File: config.mk
export PLATFORM = sky130hd
export DESIGN_NAME = sram_controller
export DESIGN_NICKNAME = d
export VERILOG_FILES = /design/src/rtl/sram_ctrl_pkg.sv /design/src/rtl/sram_phase_timer.sv /design/src/rtl/sram_controller.sv
export SDC_FILE = /design/constraint.sdc
export NUM_CORES = 1
export LEC_CHECK = 0
export BUFFER_PORTS_ARGS = -buffer_cell sky130_fd_sc_hd__buf_4
export CAP_MARGIN = 20
export CORE_ASPECT_RATIO = 2
export CORE_MARGIN = 2
export CORE_UTILIZATION = 47
export DETAILED_ROUTE_END_ITERATION = 8
export PLACE_DENSITY = 0.76
export SKIP_LAST_GASP = 1
export SYNTH_ARGS = -nofsm -noshare
export SYNTH_HDL_FRONTEND = slang
export SYNTH_SLANG_ARGS = --single-unit
File: constraint.sdc
create_clock -name clk -period 1.9 [get_ports clk]
set_input_delay 0.19 -clock clk [delete_from_list [all_inputs] [get_ports clk]]
set_output_delay 0.19 -clock clk [all_outputs]
set_load 0.1 [all_outputs]
File: src/rtl/sram_ctrl_pkg.sv
// Shared types and constants for the multi-cycle SRAM data-memory path.
package sram_ctrl_pkg;

  typedef enum logic [1:0] {
    IDLE,
    LO,
    HI,
    DONE
  } state_t;

  localparam logic [31:0] DEFAULT_BASE_ADDR = 32'd1024;

  // Half-word select appended to the word index to form the SRAM address
  localparam logic HALF_LO = 1'b0;
  localparam logic HALF_HI = 1'b1;

endpackage

File: src/rtl/sram_phase_timer.sv
// Loadable down-counter timing one half-word phase of WAIT_CYCLES+1 cycles.
module sram_phase_timer #(
  parameter int unsigned WAIT_CYCLES = 2
) (
  input  logic clk,
  input  logic rst,
  input  logic load,
  output logic phase_last,
  output logic phase_first_n_minus_1
);

  localparam int unsigned CW = (WAIT_CYCLES < 1) ? 1 : $clog2(WAIT_CYCLES + 1);
  localparam logic [CW-1:0] LOAD_VAL = CW'(WAIT_CYCLES);

  logic [CW-1:0] cnt;

  always_ff @(posedge clk or negedge rst) begin
    if (!rst) begin
      cnt <= '0;
    end else if (load) begin
      cnt <= LOAD_VAL;
    end else if (cnt != '0) begin
      cnt <= cnt - CW'(1);
    end
  end

  assign phase_last = (cnt == '0);
  // True when the following cycle still lies within the first N-1 cycles of the phase
  assign phase_first_n_minus_1 = (cnt > CW'(1));

endmodule

File: src/rtl/sram_controller.sv
// MEM-stage 32-bit data memory serialised onto a 16-bit async SRAM as two half-word phases.
// Optional one-entry last-read cache enabled by defining SRAM_LAST_READ_CACHE_EN.
module sram_controller
  import sram_ctrl_pkg::*;
#(
  parameter logic [31:0] BASE_ADDR   = DEFAULT_BASE_ADDR,
  parameter int unsigned SRAM_ADDR_W = 18,
  parameter int unsigned WAIT_CYCLES = 2
) (
  input  logic                   clk,
  input  logic                   rst,
  input  logic                   rd_en,
  input  logic                   wr_en,
  input  logic [31:0]            address,
  input  logic [31:0]            write_data,
  output logic [31:0]            read_data,
  output logic                   ready,
  output logic [SRAM_ADDR_W-1:0] sram_addr,
  output logic [15:0]            sram_dq_out,
  input  logic [15:0]            sram_dq_in,
  output logic                   sram_dq_oe,
  output logic                   sram_we_n,
  output logic                   sram_oe_n
);

  localparam int unsigned IDX_W = SRAM_ADDR_W - 1;

  state_t           state;
  logic             op_wr;
  logic             op_inr;
  logic [IDX_W-1:0] op_idx;
  logic [31:0]      op_wdata;
  logic [15:0]      lo_buf;

  logic [31:0]      word_full;
  logic [IDX_W-1:0] req_idx;
  logic             req_inr;
  logic             req;
  logic             hit;
  logic             load;
  logic             phase_last;
  logic             phase_first_n_minus_1;

  assign req       = rd_en | wr_en;
  assign word_full = (address - BASE_ADDR) >> 2;
  assign req_idx   = word_full[IDX_W-1:0];
  assign req_inr   = (address >= BASE_ADDR) && (word_full < (32'd1 << IDX_W));

`ifdef SRAM_LAST_READ_CACHE_EN
  logic             c_valid;
  logic [IDX_W-1:0] c_idx;
  logic [31:0]      c_data;

  assign hit = rd_en && !wr_en && req_inr && c_valid && (c_idx == req_idx);
`else
  assign hit = 1'b0;
`endif

  assign load  = ((state == IDLE) && req && !hit) || ((state == LO) && phase_last);
  assign ready = ((state == IDLE) && !req) || (state == DONE);

  sram_phase_timer #(
    .WAIT_CYCLES(WAIT_CYCLES)
  ) u_timer (
    .clk                  (clk),
    .rst                  (rst),
    .load                 (load),
    .phase_last           (phase_last),
    .phase_first_n_minus_1(phase_first_n_minus_1)
  );

  always_ff @(posedge clk or negedge rst) begin
    if (!rst) begin
      state       <= IDLE;
      read_data   <= '0;
      sram_we_n   <= 1'b1;
      sram_oe_n   <= 1'b1;
      sram_dq_oe  <= 1'b0;
      sram_addr   <= '0;
      sram_dq_out <= '0;
      op_wr       <= 1'b0;
      op_inr      <= 1'b0;
      op_idx      <= '0;
      op_wdata    <= '0;
      lo_buf      <= '0;
`ifdef SRAM_LAST_READ_CACHE_EN
      c_valid     <= 1'b0;
      c_idx       <= '0;
      c_data      <= '0;
`endif
    end else begin
      case (state)
        IDLE: begin
          if (req) begin
            op_wr    <= wr_en;
            op_inr   <= req_inr;
            op_idx   <= req_idx;
            op_wdata <= write_data;
            if (hit) begin
`ifdef SRAM_LAST_READ_CACHE_EN
              read_data <= c_data;
`endif
              state <= DONE;
            end else begin
              state       <= LO;
              sram_addr   <= {req_idx, HALF_LO};
              sram_dq_out <= write_data[15:0];
              sram_we_n   <= !(wr_en && req_inr);
              sram_dq_oe  <= wr_en && req_inr;
              sram_oe_n   <= !(!wr_en && req_inr);
            end
          end
        end
        LO: begin
          if (phase_last) begin
            lo_buf      <= op_inr ? sram_dq_in : 16'h0000;
            state       <= HI;
            sram_addr   <= {op_idx, HALF_HI};
            sram_dq_out <= op_wdata[31:16];
            sram_we_n   <= !(op_wr && op_inr);
          end else begin
            // Strobes are registered, so shape the value for the next cycle
            sram_we_n <= !(op_wr && op_inr && phase_first_n_minus_1);
          end
        end
        HI: begin
          if (phase_last) begin
            if (!op_wr) begin
              read_data <= {(op_inr ? sram_dq_in : 16'h0000), lo_buf};
            end
            state      <= DONE;
            sram_we_n  <= 1'b1;
            sram_oe_n  <= 1'b1;
            sram_dq_oe <= 1'b0;
          end else begin
            sram_we_n <= !(op_wr && op_inr && phase_first_n_minus_1);
          end
        end
        DONE: begin
          state <= IDLE;
`ifdef SRAM_LAST_READ_CACHE_EN
          if (op_wr) begin
            if (op_inr && c_valid && (c_idx == op_idx)) begin
              c_data <= op_wdata;
            end
          end else if (op_inr) begin
            c_valid <= 1'b1;
            c_idx   <= op_idx;
            c_data  <= read_data;
          end
`endif
        end
        default: state <= IDLE;
      endcase
    end
  end

endmodule
==> metrics.log <==
[metrics] result of the run: completed
[metrics] post-placement setup slack: -0.100 ns
[metrics] count of unresolved DRC violations after routing: 0
[metrics] Final Worst Setup Slack: 0.0103 ns
[metrics] critical path, cell by cell: inv_2 > ha_4 > or3b_4 > buf_6 > nand3_4 > o21ai_4 > clkbuf_16 > nor2_1 > a21oi_1
[metrics] Clock transition at path regs: around 0.060 ns
[metrics] Worst Hold Margin: ~0.055 ns
[metrics] count of H-tree levels built during CTS: 4
[metrics] design area: 0.00812 mm2
[metrics] kind of end point of the critical path: flip-flop
[metrics] DIE AREA: about 0.013 mm2
[metrics] vias in the first global route: 4787
[metrics] Area contributors post-synth: sky130_fd_sc_hd__dfrtp_1 55%, sky130_fd_sc_hd__nand2_1 10%, sky130_fd_sc_hd__mux2i_1 5.3%
[metrics] crit path max-delay cell type: sky130_fd_sc_hd__or3b_4
[metrics] detail-routed net length per standard cell: around 17 um
[metrics] latest clock arrival within the worst-skew pair: 0.41 ns
[metrics] chip width: 80.6 um
[metrics] cell at the root of the clock tree: sky130_fd_sc_hd__clkbuf_16
[metrics] launch instance of the worst register-to-register path: state[1]
[metrics] Yosys top cell area share: 55.3%
[metrics] placeable core region: 0.0116 mm2
[metrics] largest net degree at the start of global routing: 58
[metrics] fraction of registers with async set/reset: 100%
[metrics] required time worst endpoint: 2.19 ns
[metrics] antenna violations before repair: 0
[metrics] total number of yosys warnings: 0
[metrics] CTS Buf Count: 17
[metrics] Syn Std Cell Area: 0.00552 mm2
[metrics] arrival time reported for the critical path endpoint: 2.18 ns
[metrics] fraction of the cycle the final worst path needs: 99.5%
[metrics] number of enable-type register cells in the synthesized netlist: 0
[metrics] Top-Level Pins: 154
[metrics] wire length of the first global-routing pass: 23100 um
[metrics] leading cell type by number of instances after synthesis: sky130_fd_sc_hd__nand2_1
[metrics] slew of the pin with the lowest slew margin: 0.472 ns
[metrics] cell type contributing the most total cell area after synthesis: sky130_fd_sc_hd__dfrtp_1
[metrics] number of clock sinks seen by CTS: 124
[metrics] count of routing violations after the opening detailed-route iteration: 294
[metrics] number of buffers on the longest clock path: 2
[metrics] main flop type after synthesis: sky130_fd_sc_hd__dfrtp_1
[metrics] number of core rows: 56
[metrics] detailed-route wire length: 15400 um
[metrics] area of the multi-input gates: 0.00235 mm2
[metrics] fmax: 529 MHz
[metrics] Critical Path Start: state[1]
[metrics] First-pass DRT Iterations: 4
[metrics] post-DP HPWL: around 9200 um
[metrics] post-route minimum period: 1.89 ns
[metrics] post-place instance area: 0.00700 mm2
[metrics] Avg Cell Area, Syn: 9.77 um2
[metrics] RSZ-0062 raised after global routing: yes
[metrics] Buffers on Ports: 151
[metrics] startpoint class of the critical path: flip-flop
[metrics] max-capacitance violation count: 0
[metrics] Initial Utilization: between 40 and 50%
[metrics] type of the tightest min-delay check: in -> reg
[metrics] Yosys cell types: 49
[metrics] last weighted congestion value of the routability-driven placer: between 0.8 and 0.9
[metrics] Layout Nets: 861
[metrics] Crit Reg-Reg Endpoint: sram_addr[13]
[metrics] Post-DRT Antenna Nets: 0
[metrics] Synth Register Bits: 124
[metrics] net count after synthesis: 657
[metrics] capture point of the worst path: sram_addr[13]
[metrics] largest fanout on the critical path: 7
[metrics] worst clock skew on the final layout: 0.00765 ns
[metrics] via density per instance: 5.34
[metrics] number of antenna diodes: 0
[metrics] startpoint-to-endpoint class of the critical path: reg -> reg
[metrics] final hold violation count: 0
[metrics] worst slew slack as a fraction of its limit: between 60% and 70%
[metrics] cell count after synthesis: 565
[metrics] R2R Setup Slk: 0.01 ns
[metrics] die boundary height: ~160 um
[metrics] fraction of layout instances using a drive strength above 1: 34.7%
[metrics] total number of vias: 4954
[metrics] all-layer global routing usage: 23.4%
[metrics] Storage cell area: 0.00311 mm2
[metrics] TritonCTS clock tree: done
[metrics] number of setup violations in the final report: 0
[metrics] post-synthesis sequential area ratio: 56.3%
[metrics] total congestion overflow after global routing: 0
[metrics] highest cell delay on the worst timing path: 0.41 ns
[metrics] most frequent cells after synthesis: 147 x sky130_fd_sc_hd__nand2_1, 122 x sky130_fd_sc_hd__dfrtp_1, 50 x sky130_fd_sc_hd__nor2_1
[metrics] worst-case reg-to-reg path depth: 9
[metrics] number of max-slew violations in the final report: 0
[metrics] Filler Cells Inserted: 888
[metrics] area delta synth->final: 47.0%
==> cell usage in the layout, fill, tap and decap left out, types with 3 or more instances in the layout <==
master                          synthesis  layout
sky130_fd_sc_hd__o2111ai_1              4       4
sky130_fd_sc_hd__nand2_1              147     147
sky130_fd_sc_hd__xor2_1                 3       3
sky130_fd_sc_hd__mux2_2                19      19
sky130_fd_sc_hd__buf_4                  0     176
sky130_fd_sc_hd__buf_6                  1       3
sky130_fd_sc_hd__dfrtp_1              122     122
sky130_fd_sc_hd__a21oi_1               40      39
sky130_fd_sc_hd__nor4_1                 3       3
sky130_fd_sc_hd__clkinvlp_4             0       5
sky130_fd_sc_hd__inv_1                  9       7
sky130_fd_sc_hd__inv_6                  0       5
sky130_fd_sc_hd__nor3_1                 6       6
sky130_fd_sc_hd__xnor2_1                5       5
sky130_fd_sc_hd__a31oi_1                4       4
sky130_fd_sc_hd__nor2_1                50      40
sky130_fd_sc_hd__mux2i_1               29      29
sky130_fd_sc_hd__or4_1                  3       3
sky130_fd_sc_hd__o21ai_4                0       3
sky130_fd_sc_hd__clkbuf_16              0      22
sky130_fd_sc_hd__ha_1                   8       6
sky130_fd_sc_hd__dlygate4sd3_1          0      25
sky130_fd_sc_hd__nor2_2                 0      10
sky130_fd_sc_hd__inv_2                  1       3
sky130_fd_sc_hd__buf_12                 0       7
sky130_fd_sc_hd__o21ai_0               41      40
==> sequential cells by signal, indices dropped and copies added, names as in the netlist <==
register / flops
lo_buf: 16
op_idx: 17
op_inr: 1
op_wdata: 16
op_wr: 1
read_data: 32
sram_addr: 18
sram_dq_oe: 1
sram_dq_out: 16
sram_oe_n: 1
sram_we_n: 1
state: 2
u_timer.cnt: 2
==> cell families after synthesis <==
logic type	after synthesis	synth area share, %
AND/OR/NAND/NOR	229	17.4
adder cells (fa/ha/maj)	8	1.81
AO/OA/AOI/OAI	106	11.0
flip-flops	124	56.3
XOR/XNOR	8	1.27
buffers and inverters	42	3.15
multiplexers	48	9.13
==> critical path: cells and delay by family (launching register included) <==
family / cells / cell delay (ns)
AND/OR/NAND/NOR: 3 / 0.64
buffers and inverters: 3 / 0.42
AO/OA/AOI/OAI: 2 / 0.20
adder cells (fa/ha/maj): 1 / 0.13
flip-flops: 1 / 0.39
==> worst min-delay path by stage <==
| stage | start | end | slack (ns) | depth (start not counted) |
|---|---|---|---|---|
| after CTS | sram_dq_in[8] | read_data[24] | 0.05 | 3 |
| after floorplan | rst | lo_buf[0] | -0.11 | 0 |
| after global routing | sram_dq_in[15] | read_data[31] | 0.06 | 3 |
| final | sram_dq_in[8] | read_data[24] | 0.05 | 3 |
| after global placement | rst | op_idx[10] | 0.18 | 1 |
| after detailed placement | rst | op_idx[10] | 0.17 | 1 |
==> through the flow <==
| stage | utilization, % | TNS [ns] | std cells |
|---|---|---|---|
| 4_1_cts | 68.0 | 0 | 914 |
| 5_1_grt | 70.2 | -0.377 | 927 |
| 2_1_floorplan | - | -0.120 | 565 |
| 3_3_place_gp | 60.5 | -0.118 | 854 |
| 6_report | 70.2 | 0 | 927 |
| 3_5_place_dp | 60.5 | -0.331 | 854 |
==> cell type report <==
class / count / share of cell area, %
flip-flops and latches: 124 / 38.3
multi-input cells: 400 / 28.9
repair buffers: 216 / 23.0
clock buffers: 18 / 5.41
well taps: 145 / 2.24
clock inverters: 14 / 1.68
inverters: 10 / 0.462
==> per-layer routing <==
metal | vias up | routed length (um) | GRT usage [%]
li1 | 2339 | - | -
met1 | 2414 | 6150 | 29.9
met2 | 181 | 7990 | 38.0
met3 | 20 | 1030 | 6.71
met4 | 0 | 207 | 7.51
met5 | - | 0 | 0
==> timing repair <==
| action | CTS | global route |
|---|---|---|
| hold endpoints to repair | 56 | 0 |
| buffers inserted | 3 | 5 |
| hold buffers | 25 | 0 |
| setup endpoints to repair | 1 | 10 |
| gates resized for setup | 5 | 16 |
| gates cloned | 0 | 8 |
Power is left out: the tool's default activity adds up to more than one toggle a clock period on the data nets, which glitch-free logic cannot reach.
